--- src/rtl/div_pkg.sv ---
// Shared types and constants for the iterative integer divider.
package div_pkg;

  localparam int DIV_WIDTH         = 32;
  localparam int DIV_LATENCY       = 34;
  localparam int DIV_EARLY_LATENCY = 2;

  typedef enum logic [1:0] {
    IDLE,
    CALC,
    FIX,
    DONE
  } div_state_e;

endpackage

--- src/rtl/div_restore_step.sv ---
// One restoring-division step: shift in the next dividend bit, trial-subtract the divisor.
module div_restore_step #(
  parameter int W = 32
) (
  input  logic [W:0]   rem,
  input  logic         dividend_bit,
  input  logic [W-1:0] divisor,
  output logic [W:0]   rem_next,
  output logic         quo_bit
);

  logic [W+1:0] shifted;
  logic [W:0]   diff;

  always_comb begin
    shifted  = {rem, dividend_bit};
    quo_bit  = (shifted >= {2'b00, divisor});
    // The difference is below the divisor whenever it is kept, so W+1 bits hold it.
    diff     = shifted[W:0] - {1'b0, divisor};
    rem_next = quo_bit ? diff : shifted[W:0];
  end

endmodule

--- src/rtl/mdu_div_iter.sv ---
// Iterative 32-bit signed/unsigned restoring divider returning {remainder, quotient}.
// Optional feature: define DIV_EARLY_OUT_EN to skip iteration for trivial divides.
module mdu_div_iter
  import div_pkg::*;
#(
  parameter int WIDTH = DIV_WIDTH
) (
  input  logic               clk,
  input  logic               rst,
  input  logic               start_i,
  input  logic               signed_i,
  input  logic               cancel_i,
  input  logic [WIDTH-1:0]   dividend_i,
  input  logic [WIDTH-1:0]   divisor_i,
  output logic               busy_o,
  output logic               ready_o,
  output logic [2*WIDTH-1:0] result_o
);

  // Handshake: a request is accepted only in IDLE on an edge where start_i=1 and
  // cancel_i=0; the requester holds its stall until the single-cycle ready_o pulse.

  div_state_e         state, state_next;
  logic [4:0]         count;
  logic [WIDTH:0]     rem_q;
  logic [WIDTH-1:0]   quo_q;
  logic [WIDTH-1:0]   divisor_q;
  logic [WIDTH-1:0]   dividend_raw;
  logic               neg_quo, neg_rem, div_zero, early_q;
  logic [2*WIDTH-1:0] result_q;
  logic               ready_q;

  logic               accept;
  logic               dividend_neg, divisor_neg;
  logic [WIDTH-1:0]   dividend_mag, divisor_mag;
  logic               early_take;
  logic [WIDTH:0]     rem_next;
  logic               quo_bit;
  logic [WIDTH-1:0]   quo_fix, rem_fix;
  logic [2*WIDTH-1:0] fix_result;

  assign accept       = (state == IDLE) && start_i && !cancel_i;
  assign dividend_neg = signed_i & dividend_i[WIDTH-1];
  assign divisor_neg  = signed_i & divisor_i[WIDTH-1];
  assign dividend_mag = dividend_neg ? (~dividend_i + 1'b1) : dividend_i;
  assign divisor_mag  = divisor_neg ? (~divisor_i + 1'b1) : divisor_i;

`ifdef DIV_EARLY_OUT_EN
  assign early_take = (divisor_i == '0) || (dividend_mag < divisor_mag);
`else
  assign early_take = 1'b0;
`endif

  div_restore_step #(.W(WIDTH)) u_step (
    .rem          (rem_q),
    .dividend_bit (quo_q[WIDTH-1]),
    .divisor      (divisor_q),
    .rem_next     (rem_next),
    .quo_bit      (quo_bit)
  );

  always_ff @(posedge clk) begin
    if (!rst) state <= IDLE;
    else      state <= state_next;
  end

  always_comb begin
    state_next = state;
    if (cancel_i) begin
      state_next = IDLE;
    end else begin
      case (state)
        IDLE:    if (start_i) state_next = early_take ? FIX : CALC;
        CALC:    if (count == 5'd31) state_next = FIX;
        FIX:     state_next = DONE;
        DONE:    state_next = IDLE;
        default: state_next = IDLE;
      endcase
    end
  end

  // Divide by zero and early-out report the raw dividend, not its magnitude.
  always_comb begin
    quo_fix = neg_quo ? (~quo_q + 1'b1) : quo_q;
    rem_fix = neg_rem ? (~rem_q[WIDTH-1:0] + 1'b1) : rem_q[WIDTH-1:0];
    if (div_zero)     fix_result = {dividend_raw, {WIDTH{1'b1}}};
    else if (early_q) fix_result = {dividend_raw, {WIDTH{1'b0}}};
    else              fix_result = {rem_fix, quo_fix};
  end

  always_ff @(posedge clk) begin
    if (!rst) begin
      count        <= '0;
      rem_q        <= '0;
      quo_q        <= '0;
      divisor_q    <= '0;
      dividend_raw <= '0;
      neg_quo      <= 1'b0;
      neg_rem      <= 1'b0;
      div_zero     <= 1'b0;
      early_q      <= 1'b0;
      result_q     <= '0;
      ready_q      <= 1'b0;
    end else begin
      ready_q <= (state == DONE) && !cancel_i;
      if (accept) begin
        count        <= '0;
        rem_q        <= '0;
        quo_q        <= dividend_mag;
        divisor_q    <= divisor_mag;
        dividend_raw <= dividend_i;
        neg_quo      <= dividend_neg ^ divisor_neg;
        neg_rem      <= dividend_neg;
        div_zero     <= (divisor_i == '0);
        early_q      <= early_take;
      end else if (state == CALC && !cancel_i) begin
        rem_q <= rem_next;
        quo_q <= {quo_q[WIDTH-2:0], quo_bit};
        count <= count + 5'd1;
      end
      if (state == FIX && !cancel_i) result_q <= fix_result;
    end
  end

  assign busy_o   = (state != IDLE);
  assign ready_o  = ready_q;
  assign result_o = result_q;

endmodule

--- config.mk ---
export PLATFORM = sky130hd
export DESIGN_NAME = mdu_div_iter
export DESIGN_NICKNAME = d
export VERILOG_FILES = /design/src/rtl/div_pkg.sv /design/src/rtl/div_restore_step.sv /design/src/rtl/mdu_div_iter.sv
export SDC_FILE = /design/constraint.sdc
export NUM_CORES = 1
export LEC_CHECK = 0
export BUFFER_PORTS_ARGS = -buffer_cell sky130_fd_sc_hd__clkbuf_2
export CORE_ASPECT_RATIO = 1.5
export CORE_MARGIN = 2
export CORE_UTILIZATION = 54
export CTS_CLUSTER_SIZE = 40
export DETAILED_ROUTE_END_ITERATION = 10
export GPL_ROUTABILITY_DRIVEN = 0
export PLACE_DENSITY = 0.86
export SYNTH_ARGS = -nofsm -noshare
export SYNTH_HDL_FRONTEND = slang
export SYNTH_HIERARCHICAL = 1
export SYNTH_SLANG_ARGS = --single-unit
--- constraint.sdc ---
create_clock -name clk -period 2.9 [get_ports clk]
set_input_delay 0.58 -clock clk [delete_from_list [all_inputs] [get_ports clk]]
set_output_delay 0.58 -clock clk [all_outputs]
set_load 0.005 [all_outputs]
* After elaboration in Yosys (flattened, before gate mapping)
Index checks and enable logic that the tools add are counted.
W data, S select, Z words.
** Cells by class
- Add/sub/neg operators :: 6
- Multipliers :: 0
- Div/mod/pow operators :: 0
- Order comparisons :: 1
- Equality and inequality tests :: 6
- Shifts and indexed selects :: 0
- Mux-type cells :: 11
- Bitwise logic cells :: 8
- Reductions and logical operators :: 13
** Operators by type and width (number)
- $mux W32 :: 6
- $add A32 B1 Y32 const B :: 4
- $not A32 Y32 :: 4
- $mux W64 :: 1
- $ge A34 B32 Y1 :: 1
- $mux W33 :: 1
- $sub A33 B32 Y33 :: 1
- $logic_not A32 Y1 :: 1
- $pmux W2 S4 :: 1
- $add A5 B1 Y5 const B :: 1
- $eq A5 B5 Y1 const B :: 1
- $logic_and A1 B1 Y1 :: 5
- $eq A2 B2 Y1 const B :: 2
- $mux W2 :: 2
- $ne A2 B2 Y1 const B :: 2
- $reduce_bool A2 Y1 :: 2
- $reduce_or A2 Y1 :: 2
- $and A1 B1 Y1 :: 2
- $eq A2 B1 Y1 const B :: 1
- $logic_not A2 Y1 :: 1
- $reduce_and A2 Y1 :: 1
- $logic_not A1 Y1 :: 1
- $not A1 Y1 :: 1
- $xor A1 B1 Y1 :: 1
** Storage, ports and cells
- Bits in registers :: 204
- Latch bits :: 0
- Bits in writable memories :: 0
- ROM bits :: 0
- Output and inout port bits :: 66
- Memories :: 0

* Longest topological paths before layout
Gate-level depths: netlist of the first run.
- Depth after elaboration :: 4
- Gate-level depth with buffers :: 17
- Mapped depth without buffers :: 15

* Modules after synthesis
The synthesis of the first run kept the hierarchy.
** Modules (own cells, without submodules)
- mdu_div_iter :: times used 1, cells each 1332, area an instance 10451.3 µm², seq. area each 4083.9 µm²
- div_restore_step :: times used 1, cells each 366, area an instance 2556.2 µm², seq. area each 0.0 µm²

* Least setup slack after synthesis of the first run
Ideal clock, no wire load.
- Kind :: register to register
- From :: register quo_q[31]
- To :: register rem_q[32]
- Arrival time :: 2.724 ns
- Slack :: 0.044 ns
- Stages on the path, launching flop included :: 15
- Buffers on the path :: 0
- Clock period less this slack :: 2.856 ns
- Cells stage by stage :: dfxtp_1 -> inv_1 -> ha_1 -> inv_1 -> fa_1 -> a211oi_2 -> o21ai_1 -> a21oi_1 -> o21ai_1 -> a221oi_2 -> o21ai_2 -> a31oi_1 -> mux2_2 -> nand2_1 -> a21oi_1
** Between the ends
- Word-level cells in the longest chain between the ends :: 2
** RTL lines
- start: declaration :: RTL line mdu_div_iter.sv:26 : logic [WIDTH-1:0] quo_q;
- start signal: assignment :: RTL line mdu_div_iter.sv:109 : quo_q <= dividend_mag;
- start signal: assignment :: RTL line mdu_div_iter.sv:118 : quo_q <= {quo_q[WIDTH-2:0], quo_bit};
- $sub A33 B32 Y33 or $ge A34 B32 Y1 (tied branches) :: RTL line div_restore_step.sv:19, div_restore_step.sv:17
- $mux W33 * :: RTL line div_restore_step.sv:20 : rem_next = quo_bit ? diff : shifted[W:0];
- named net rem_next[32] :: RTL line mdu_div_iter.sv:37 : logic [WIDTH:0] rem_next;
- end signal: assignment :: RTL line mdu_div_iter.sv:117 : rem_q <= rem_next;
- end: declaration :: RTL line mdu_div_iter.sv:25 : logic [WIDTH:0] rem_q;
Mark *: on every way through the listed nets, which the timed path passes. The rest lies on a longest branch.
A chain may end at the register's enable or synchronous reset.

* Final worst setup path of the first run
- From :: register divisor_q[6]
- To :: register rem_q[31]
** Between the ends
- Word-level cells in the longest chain between the ends :: 2
** RTL lines
- start: declaration :: RTL line mdu_div_iter.sv:27 : logic [WIDTH-1:0] divisor_q;
- start signal: assignment :: RTL line mdu_div_iter.sv:110 : divisor_q <= divisor_mag;
- $sub A33 B32 Y33 or $ge A34 B32 Y1 (tied branches) :: RTL line div_restore_step.sv:19, div_restore_step.sv:17
- $mux W33 * :: RTL line div_restore_step.sv:20
- named net rem_next[31] :: RTL line mdu_div_iter.sv:37
Marked as above.

==> results.md, run 1 <==
- Skew-Pair Late Insertion Delay: about 500 ps
- Sequential standard cell area: roughly 4100 um2
- Maximum buffer depth of the clock tree: 3
- DR top layer: met4
- Sw power: 2550 uW
- DP Wirelength: 27.4 mm
- WL met1: roughly 14 mm
- Via count: between 10,000 and 15,000
- Number of distinct library cells after synthesis: 92
- Detail Route met2 WL: between 15 and 20 mm
- Pint: between 5000 and 6000 uW
- Reg-to-Reg Start: divisor_q[6]
- Hold slack: 368 ps
- Area occupied by multi-input gates: ~8300 um2
- P per Cell Area: approximately 530 nW/um2
- Number of global-route vias before repair: 12,476
- Core area: between 20,000 and 25,000 um2
- Nets: 1,945
- Worst path arrival time: approximately 3300 ps
- Gr ovfl total: 0
- Max-cap violation count: 0
- ANT nets after route: 0
- Initial antenna violation count: 2
- Die Span Y: 194 um
- Clk slew on worst S/H paths: around 60 ps
- Combinational power share: 28.9%
- Die W: around 130 um
- Hold Vio Cnt, Final: 0
- H-tree level count: 1
- Clock share of power: between 30 and 40%
- Final max-slew violation count: 0
- Crit path capture: rem_q[31]
- Peak VDD IR: roughly 360 uV
- Failing checks: setup timing
- Setup-failing EPs final: 1
- Achievable clock frequency: 344 MHz
- Final period utilization: 100%
- Clk_skew: about 15 ps
- DR vias/cell: a little over 6
- Worst R2R Path Depth: 13
- Die area: ~25,000 um2
- Synth-to-Final Area Change: 16.2%
- Commonest non-fill, non-tap cell in the layout: nand2_1
- Largest net degree at the start of global routing: 56
- First-pass GRT wire length: around 59 mm
- Synth Flop Type: dfxtp_1
- Post-Syn Area: about 13,000 um2
- CP Class: reg -> reg
- Slew headroom: 46.9%
- Final core occ: 63.9%
- Initial Util: 55.0%
- FF-to-FF End: rem_q[31]
- DR WL/cell: 17.2 um
- Startpoint types: flop
- Root Driver: clkbuf_16
- Pre-CTS setup slack: -26.8 ps
- Status: complete, but fails checks
- DRC: 0
- Layout cells sized above 1: approximately a fifth
- # fillers: around 2,000
- Reg power frac: a little under two fifths
- #FFs+latches synth: 204
- Post-Place Cells: approximately 2,100
- CTS Buf Count: 21
- Syn nets: 1,811
- Number of detailed-route iterations in the first pass: 5
- Worst-Margin Slew: 794 ps
- Crit path capture type: flop
- Site Rows: a little under 70
- Final wirelength: 37.4 mm
- Crit path max fanout: 7
- Gr usage total: roughly 28%
- Hold buffer count at CTS: 0
- Hold WC Path Type: in -> reg
- R2r setup slk: -3 ps
- CTS sink count: a little over 200
- Post-Layout Cell Count: about 2,200
- Worst Slack Setup Final: -3.27 ps
- Met3 WL: between 2 and 3 mm
- Synth async-reset ratio: 0%
- Average size of a mapped cell: ~7.7 um2
- Cells after synthesis: about 1,700
- CTS tree: yes
- Switching fraction of total power: about 32%
- P_leak: 0.00634 uW
- CP Data Required Time: between 3000 and 4000 ps
- Final min period: slightly below 3000 ps
- Seq/Total Area, Yosys: 31.4%
- RSZ-0062 raised after global routing: true
- DR iter-0 viols: 1,256
- EDFF count, synth: 0
- Io pins: roughly 140
- Yosys warns: 6
- Commonest cells after routing, fill and taps aside: 295 x nand2_1, 193 x dfxtp_1, 135 x a21oi_1, 133 x clkbuf_2, 116 x o21ai_0
- IO buf count: between 100 and 150
- Critical Path Source: divisor_q[6]
==> per-layer routing <==
| metal | global-route usage, % | up-vias |
|---|---|---|
| li1 | - | 6277 |
| met1 | 32.0 | 6048 |
| met2 | 49.7 | 667 |
| met3 | 3.48 | 192 |
| met4 | 17.2 | 0 |
| met5 | 0 | - |
==> cells in the mapped netlist, types with 28 or more instances <==
cell type / count / area, um2
a21boi_0: 37 / 278
a21oi_1: 139 / 696
nand3_1: 52 / 260
o21ai_0: 118 / 591
inv_1: 68 / 255
nand2_1: 295 / 1110
xor2_1: 68 / 596
xnor2_1: 65 / 569
dfxtp_1: 204 / 4080
o31ai_1: 32 / 240
nor2_1: 78 / 293
clkbuf_1: 83 / 312
nor3_1: 28 / 140
ha_1: 43 / 538
==> worst min path at each step <==
stage / slack, ps / start / to / cells past startpoint
finish: 370 / dividend_i[6] / dividend_raw[6] / 3
global route: 370 / dividend_i[12] / dividend_raw[12] / 3
global placement: 430 / dividend_raw[31] / dividend_raw[31] / 2
CTS: 360 / dividend_i[5] / dividend_raw[5] / 3
detailed placement: 430 / dividend_raw[31] / dividend_raw[31] / 2
floorplan: 420 / dividend_raw[31] / dividend_raw[31] / 2
==> power by group through the flow <==
stage	sequential (uW)	clock [uW]	combinational [uW]
2_1_floorplan	3030	0	1600
5_1_grt	3020	2800	2480
3_5_place_dp	3060	0	2120
6_report	3010	2660	2300
3_3_place_gp	3060	0	2060
4_1_cts	3000	2680	2140
==> kinds of logic (layout without fill, tap and decap cells) <==
| logic type | count (synthesis) | after routing | share of synthesized area, % |
|---|---|---|---|
| AND/OR/NAND/NOR | 595 | 595 | 21.4 |
| AO/OA/AOI/OAI | 505 | 505 | 25.3 |
| flip-flops | 204 | 204 | 31.4 |
| buffers and inverters | 186 | 332 | 6.26 |
| XOR/XNOR | 133 | 133 | 8.96 |
| adder cells (fa/ha/maj) | 44 | 44 | 4.29 |
| multiplexers | 31 | 31 | 2.43 |
| other | 0 | 3 | 0 |
==> critical path, cell delays in order, from the launching register on <==
cell      delay (ps)
dfxtp_1          330
inv_1             50
ha_2             400
nand4_1          200
o211ai_1         240
a21oi_1          180
a21oi_4          240
a21oi_2          100
a21o_2           260
buf_6            130
a2111o_1         380
o211ai_1         100
nand2_1           90
a21oi_2          130
==> flip-flops by register name (all words and copies together) (netlist names) <==
signal / cells
divisor_q: 32
rem_q: 33
neg_rem: 1
ready_o: 1
result_o: 64
quo_q: 32
neg_quo: 1
count: 5
div_zero: 1
dividend_raw: 32
state: 2
==> stage by stage <==
step | area [um2] | TNS (ps) | power (uW)
CTS | 14900 | 0 | 7830
global placement | 14200 | 0 | 5120
global route | 15100 | -571 | 8300
floorplan | 13000 | 0 | 4630
finish | 15100 | -3.27 | 7970
detailed placement | 14200 | -26.8 | 5180
==> area by class of cell <==
| class | instances | share of cell area (%) |
|---|---|---|
| diodes | 3 | 0.0497 |
| clock buffers | 27 | 3.96 |
| clock inverters | 8 | 0.455 |
| inverters | 70 | 1.75 |
| multi-input cells | 1308 | 54.7 |
| flip-flops and latches | 204 | 27.1 |
| well taps | 319 | 2.64 |
| repair buffers | 227 | 9.29 |
==> timing repair <==
| item | 4_1_cts | 5_1_grt |
|---|---|---|
| endpoints found under the hold margin | 0 | 0 |
| endpoints found under the setup margin | 2 | 34 |
| resized for setup | 3 | 45 |
| pin swaps | 1 | 19 |
| setup buffers | 0 | 7 |
(Power assumes the default switching activity.)
==> run 2, diff against run 1 <==
--- a/config.mk
+++ b/config.mk
@@ -8,11 +8,11 @@
 export BUFFER_PORTS_ARGS = -buffer_cell sky130_fd_sc_hd__clkbuf_2
 export CORE_ASPECT_RATIO = 1.5
 export CORE_MARGIN = 2
-export CORE_UTILIZATION = 54
+export CORE_UTILIZATION = 35
 export CTS_CLUSTER_SIZE = 40
 export DETAILED_ROUTE_END_ITERATION = 10
 export GPL_ROUTABILITY_DRIVEN = 0
-export PLACE_DENSITY = 0.86
+export PLACE_DENSITY_LB_ADDON = 0.05
 export SYNTH_ARGS = -nofsm -noshare
 export SYNTH_HDL_FRONTEND = slang
 export SYNTH_HIERARCHICAL = 1
==> run 2 against run 1 <==
  * The run now ends clean
  * Die area grew 53%
  * Sequential share of layout area shrank 1.6 points
  * Wire length grew 16%
  * Via count shrank 4.9%
  * Worst hold slack lost 45 ps
  * Cell count grew 9.7%
  * Combinational power grew 16%
  * Non-clock buffer count grew 40
  * Power grew 9.5%
==> results.md, run 2 (synthesis results as in run 1) <==
- Status: completed
- RSZ-0062 raised after global routing: true
- Crit path capture type: flop
- H-tree level count: 1 (unchanged)
- DR vias/cell: 5.28 (-13%)
- Largest net degree at the start of global routing: 74 (+32%)
- Max-cap violation count: 0 (unchanged)
- Final period utilization: 99.2% (-0.95 points)
- Startpoint types: flop
- Initial antenna violation count: 0 (-2)
- Sequential standard cell area: 4090 um2 (-0.18%)
- Hold WC Path Type: in -> reg
- Number of global-route vias before repair: 12,357 (-0.95%)
- Final max-slew violation count: 0 (unchanged)
- Peak VDD IR: 370 uV (+2.3%)
- P per Cell Area: 544 nW/um2 (+3.3%)
- Setup_tns: 0 ps (+3.27 ps)
- Die W: 161 um (+23%)
- Max reg flops: 64 (unchanged)
- Core area: 36,700 um2 (+55%)
- Site Rows: 86 (+25%)
- Worst R2R Path Depth: 17 (+4)
- Via count: 12,540 (-4.9%)
- Slew headroom: 38.6% (-8.4 points)
- Number of detailed-route iterations in the first pass: 5 (unchanged)
- Nets: 1,988 (+2.2%)
- CP Data Required Time: 3310 ps (-20 ps)
- Skew-Pair Late Insertion Delay: 540 ps (+40 ps)
- Commonest non-fill, non-tap cell in the layout: nand2_1
- Gr usage total: 22.0% (-6.3 points)
- CP Class: reg -> reg
- Worst-Margin Slew: 922 ps (+128 ps)
- Post-Place Cells: 2,326 (+9.7%)
- ANT nets after route: 0 (unchanged)
- Die Span Y: 240 um (+24%)
- Crit path max fanout: 4 (-3)
- CTS Buf Count: 24 (+14%)
- DRC: 0 (unchanged)
- Maximum buffer depth of the clock tree: 3 (unchanged)
- Commonest cells after routing, fill and taps aside: 289 x nand2_1, 197 x dfxtp_1, 133 x clkbuf_2, 117 x o21ai_0, 117 x buf_4
- Io pins: 135 (unchanged)
- # fillers: 3,814 (+91%)
- CTS tree: yes
- Achievable clock frequency: 348 MHz (+0.96%)
- P_leak: 0.00668 uW (+5.3%)
- Final wirelength: 43.3 mm (+16%)
- Synth-to-Final Area Change: 23.2%
- IO buf count: 134 (unchanged)
- R2r setup slk: 20 ps (+30 ps)
- Layout cells sized above 1: 23.0% (+3.8 points)
- CTS sink count: 204 (unchanged)
- Hold Vio Cnt, Final: 0 (unchanged)
- DR iter-0 viols: 510 (-59%)
- Clk slew on worst S/H paths: 60 ps (about the same)
- N_diodes: 0 (-3)
- Final min period: 2880 ps (-27.6 ps)
- Worst path arrival time: 3290 ps (-50 ps)
- Post-Layout Cell Count: 2,376 (+9.7%)
- DR WL/cell: 18.2 um (+5.6%)
- Die area: 38,800 um2 (+53%)
- Root Driver: clkbuf_16
- Area occupied by multi-input gates: 8450 um2 (+2.1%)
- Clk_skew: 17.1 ps (+1.94 ps)
- Setup-failing EPs final: 0 (-1)
- First-pass GRT wire length: 68.0 mm (+15%)
- Cell depth of the worst hold path: 3 (unchanged)
- Initial Util: 35.4% (-20 points)
- DP Wirelength: 33.4 mm (+22%)
- Gr ovfl total: 0 (unchanged)
## run 2: worst paths after layout
kind                            to      startpoint
hold reg to reg      divisor_q[20]   divisor_q[20]
setup / recovery         rem_q[32]       quo_q[31]
setup reg to reg         rem_q[32]       quo_q[31]
hold / removal    dividend_raw[12]  dividend_i[12]
## run 2: routing by layer
| metal | up-vias | global-route usage, % | share of wire, % |
|---|---|---|---|
| met5 | - | 0 | 0 |
| li1 | 6376 | - | - |
| met2 | 265 | 43.0 | 54 |
| met4 | 0 | 7.33 | 3.2 |
| met3 | 70 | 1.88 | 3.2 |
| met1 | 5829 | 24.8 | 40 |
## run 2: power breakdown
part | leakage (uW) | switching [uW] | internal, uW | total [uW]
combinational | 0.00463 | 1470 | 1190 | 2660
clock | 0.000395 | 1250 | 1800 | 3050
sequential | 0.00166 | 102 | 2910 | 3010
## run 2: layout make-up
cell class,count,share of cell area [%]
Tap cell,484,3.78
Inverter,70,1.65
Clock buffer,39,4.79
Multi-Input combinational cell,1308,52.7
Clock inverter,4,0.148
Timing Repair Buffer,267,11.4
Sequential cell,204,25.5
## run 2: critical path: stages (launching register included)
cell and delay, ps:
dfxtp_2 330, inv_2 60, ha_4 120, inv_2 40, fa_2 360, a211oi_2 250, buf_4 160, nor4_4 40
a211oi_2 270, a21oi_4 120, a21oi_2 180, a21o_2 190, buf_6 120, buf_6 110, nor2_2 40, mux2_4 260
nand2_2 60, a21oi_2 50
## run 2: per-stage QoR
stage	utilization [%]	hold slack, ps	total power, uW	area, um2	setup WS, ps
2_1_floorplan	-	417	4630	13000	43.7
3_3_place_gp	40.3	433	5400	14800	-71.7
3_5_place_dp	40.3	435	5410	14800	-107
4_1_cts	42.6	302	8570	15600	1.97
5_1_grt	43.7	337	9160	16000	-126
6_report	43.7	323	8720	16000	24.4
## run 2: repair_timing
item                                   4_1_cts  5_1_grt
gates resized for setup                      5       93
endpoints found under the hold margin        0        0
gates cloned                                 0        2
setup endpoints to repair                    7       34
hold buffers                                 0        0
pin swaps                                    6       26
buffers inserted                             3        2
==> run 3, diff against run 2 <==
--- a/config.mk
+++ b/config.mk
@@ -5,6 +5,7 @@
 export SDC_FILE = /design/constraint.sdc
 export NUM_CORES = 1
 export LEC_CHECK = 0
+export ABC_AREA = 1
 export BUFFER_PORTS_ARGS = -buffer_cell sky130_fd_sc_hd__clkbuf_2
 export CORE_ASPECT_RATIO = 1.5
 export CORE_MARGIN = 2
==> constraint.sdc (replaced) <==
create_clock -name clk -period 3.6 [get_ports clk]
set_input_delay 0.72 -clock clk [delete_from_list [all_inputs] [get_ports clk]]
set_output_delay 0.72 -clock clk [all_outputs]
set_load 0.005 [all_outputs]
==> run 3 against run 2 <==
  * Flip-flop and latch count unchanged
  * Combinational power down 25%
  * Maximum frequency increased by 7.1%
  * Worst setup slack improved by 890 ps
  * Synthesized cell count grew 50%
  * Register-to-register slack improved by 890 ps
  * Non-clock buffer count fell by 113
  * Worst hold slack improved by 130 ps
  * Largest cell class unchanged
  * Largest power group unchanged
  * Highest routed layer unchanged
==> results.md, run 3 <==
- Postcts setup bufs: 0 (-3)
- Post-Syn Area: 14,900 um2 (+15%)
- Number of global-route vias before repair: 15,356 (+24%)
- Synth Flop Type: dfxtp_1
- Average size of a mapped cell: 5.86 um2 (-23%)
- Final min period: 2680 ps (-191 ps)
- IO buf count: 134 (unchanged)
- P_leak: 0.00873 uW (+31%)
- DP Wirelength: 44.1 mm (+32%)
- Hold WC Path Type: reg -> reg
- Synth area leader: dfxtp_1
- First-pass GRT wire length: 85.8 mm (+26%)
- Commonest cells after routing, fill and taps aside: 806 x nand2_1, 394 x inv_1, 242 x nor2_1, 204 x dfxtp_1, 178 x nand3_1
- ANT nets after route: 0 (unchanged)
- Post-synthesis mux area share: 0% (-2.4 points)
- Non-Filler Cell Area, Final: 16,800 um2 (+4.9%)
- Peak VDD IR: 300 uV (-19%)
- Cell depth of the worst hold path: 2 (-1)
- Synth Area in Compound Gates: 14.5% (-11 points)
- Die Span Y: 257 um (+7.0%)
- Largest family of logic cells by synthesized area: simple AND/OR/NAND/NOR gates
- Synth top cells by count: 806 x nand2_1, 394 x inv_1, 242 x nor2_1
- RSZ-0062 raised after global routing: false
- Synth top area cells: dfxtp_1 27%, nand2_1 20%, inv_1 9.9%, nor2_1 6.1%, nand3_1 6.0%
- DR WL/cell: 17.3 um (-4.8%)
- Placed Area: 16,000 um2 (+8.4%)
- Clk slew on worst S/H paths: 60 ps (about the same)
- Number of distinct library cells after synthesis: 54 (-41%)
- Site Rows: 92 (+7.0%)
- Nets: 2,745 (+38%)
- CP Class: reg -> reg
- Layout cells sized above 1: 9.67% (-13 points)
- CTS sink count: 204 (unchanged)
- Critical path's slowest cell: dfxtp_1
- N_diodes: 0 (unchanged)
- Initial Util: 35.5% (+0.089 points)
- Initial antenna violation count: 0 (unchanged)
- Die area: 44,400 um2 (+14%)
- Worst-Margin Slew: 957 ps (+35.6 ps)
- CTS Buf Count: 23 (-4.2%)
- Skew-Pair Late Insertion Delay: 550 ps (about the same)
- Seq/Total Area, Yosys: 27.4% (-4.0 points)
- CP cell instances: ha_1, nand2_1, nand2_1, nand2_1, nand2_1, nand2_1, nand3_2, nand2_1, nand2_2, nand2_2, nand3_4, nand2_1, nand2_1, nand2_1, o21ai_0, nand2_1, inv_1
- H-tree level count: 1 (unchanged)
- Largest net degree at the start of global routing: 72 (-2.7%)
- Final max-slew violation count: 0 (unchanged)
- Synth async-reset ratio: 0% (unchanged)
- Most used cell, CP: nand2_1
- Slew headroom: 36.0% (-2.5 points)
- #FFs+latches synth: 204 (unchanged)
- DR iter-0 viols: 908 (+78%)
- Max reg flops: 64 (unchanged)
- Hold Vio Cnt, Final: 0 (unchanged)
- Gr usage total: 24.5% (+2.4 points)
- Post-Synth Adder-Cell Area: 3.74% (-0.55 points)
- Final period utilization: 74.6% (-25 points)
- Io pins: 135 (unchanged)
- Startpoint types: flop
- Root Driver: clkbuf_16
- DRC: 0 (unchanged)
- DR vias/cell: 4.97 (-5.9%)
- Via count: 15,955 (+27%)
- Worst R2R Path Depth: 17 (unchanged)
- Number of detailed-route iterations in the first pass: 5 (unchanged)
- Worst path max stage delay: 460 ps (+100 ps)
- Hold path start: divisor_q[14]
- Xor/xnor cell area share of the yosys netlist: 1.82% (-7.1 points)
- Pre-CTS setup slack: 828 ps (+936 ps)
- Hold buffer count at CTS: 0 (unchanged)
- Cells after synthesis: 2,546 (+50%)
- CP Data Required Time: 4020 ps (+710 ps)
- Final wirelength: 55.7 mm (+29%)
- Simple-gate share of the synthesized area: 39.2% (+18 points)
- Setup_tns: 0 ps (unchanged)
- Achievable clock frequency: 372 MHz (+7.1%)
- Most common cell in the netlist: nand2_1
- EDFF count, synth: 0 (unchanged)
- Crit path max fanout: 34 (+30)
- FF-to-FF End: rem_q[26]
- Crit path capture type: flop
- P per Cell Area: 419 nW/um2 (-23%)
- Core area: 42,000 um2 (+15%)
- Maximum buffer depth of the clock tree: 3 (unchanged)
- Worst Slack Setup Final: 915 ps (+891 ps)
- Yosys warns: 6 (unchanged)
- Reg-to-Reg Start: rem_q[2]
- Syn nets: 2,659 (+47%)
- CTS tree: yes
- Commonest non-fill, non-tap cell in the layout: nand2_1
- R2r setup slk: 920 ps (+890 ps)
- Max-cap violation count: 0 (unchanged)
- Gr ovfl total: 0 (unchanged)
- Synth-to-Final Area Change: 12.6%
- Hold Crit Endpoint: divisor_q[14]
- Setup-failing EPs final: 0 (unchanged)
- Die W: 173 um (+7.0%)
- Status: completed
- Clk_skew: 29.2 ps (+12.2 ps)
- Top cell type's share of synthesized area: 27.4% (-4.0 points)
- Worst path arrival time: 3110 ps (-180 ps)
- # resized after CTS: 0 (-5)
[run 3: cell count changes after synthesis, moves of 30 or more]
cell | before | now
xnor2_1 | 65 | 6
nand2_1 | 295 | 806
nand3_1 | 52 | 178
buf_2 | 4 | 52
a21boi_0 | 37 | 0
xor2_1 | 68 | 25
o31ai_1 | 32 | 2
nor2_1 | 78 | 242
inv_1 | 68 | 394
o21ai_0 | 118 | 161
clkbuf_1 | 83 | 31
nand4_1 | 22 | 76
[run 3: how the worst max path moves through the flow]
stage                          from   endpoint  slack, ps  cells after the start
after CTS                 quo_q[31]  rem_q[15]        900                     16
final                      rem_q[2]  rem_q[26]        920                     17
after global routing       rem_q[2]  rem_q[28]        520                     17
after detailed placement    start_i  quo_q[31]        830                      8
after floorplan           quo_q[31]   rem_q[1]       1500                     17
after global placement      start_i  quo_q[31]        800                      8
[run 3: logic make-up after synthesis]
group | count (synthesis)
simple gates | 1378
buf+inv | 505
compound gates | 384
flops | 204
fa+ha+maj | 44
xor+xnor | 31
[run 3: through the flow]
| stage | utilization (%) | cells | hold WS, ps | power, uW |
|---|---|---|---|---|
| final | 40.0 | 3212 | 453 | 7040 |
| after global routing | 40.0 | 3212 | 450 | 7450 |
| after CTS | 40.0 | 3212 | 444 | 7120 |
| after detailed placement | 38.1 | 3171 | 443 | 4510 |
| after global placement | 38.1 | 3171 | 435 | 4500 |
| after floorplan | - | 2546 | 423 | 3920 |
[run 3: area by class of cell]
class / count / area, um2
fill: 4671 / 25200
multi-input combinational: 1837 / 8840
sequential: 204 / 4080
inverter: 412 / 1550
timing repair buffer: 154 / 833
tap: 564 / 706
clock buffer: 30 / 642
clock inverter: 11 / 159
[run 3: power breakdown]
part	switching [uW]	internal, uW
clock network	1030	1540
logic	1410	587
registers	98.3	2370
[run 3: worst max-delay path: cells and delay by family (launching register included)]
family,cells,cell delay [ps]
AND/OR/NAND/NOR,14,1640
flip-flops,1,460
adder cells (fa/ha/maj),1,340
AO/OA/AOI/OAI,1,80
buffers and inverters,1,40
[run 3: layer usage]
layer	GRT usage (%)	part of all wire (%)	vias up	wire length (um)
li1	-	-	8293	-
met1	26.0	38	7199	21200
met2	48.0	54	362	30000
met3	1.88	3.0	101	1660
met4	12.2	5.2	0	2900
met5	0	0	-	0
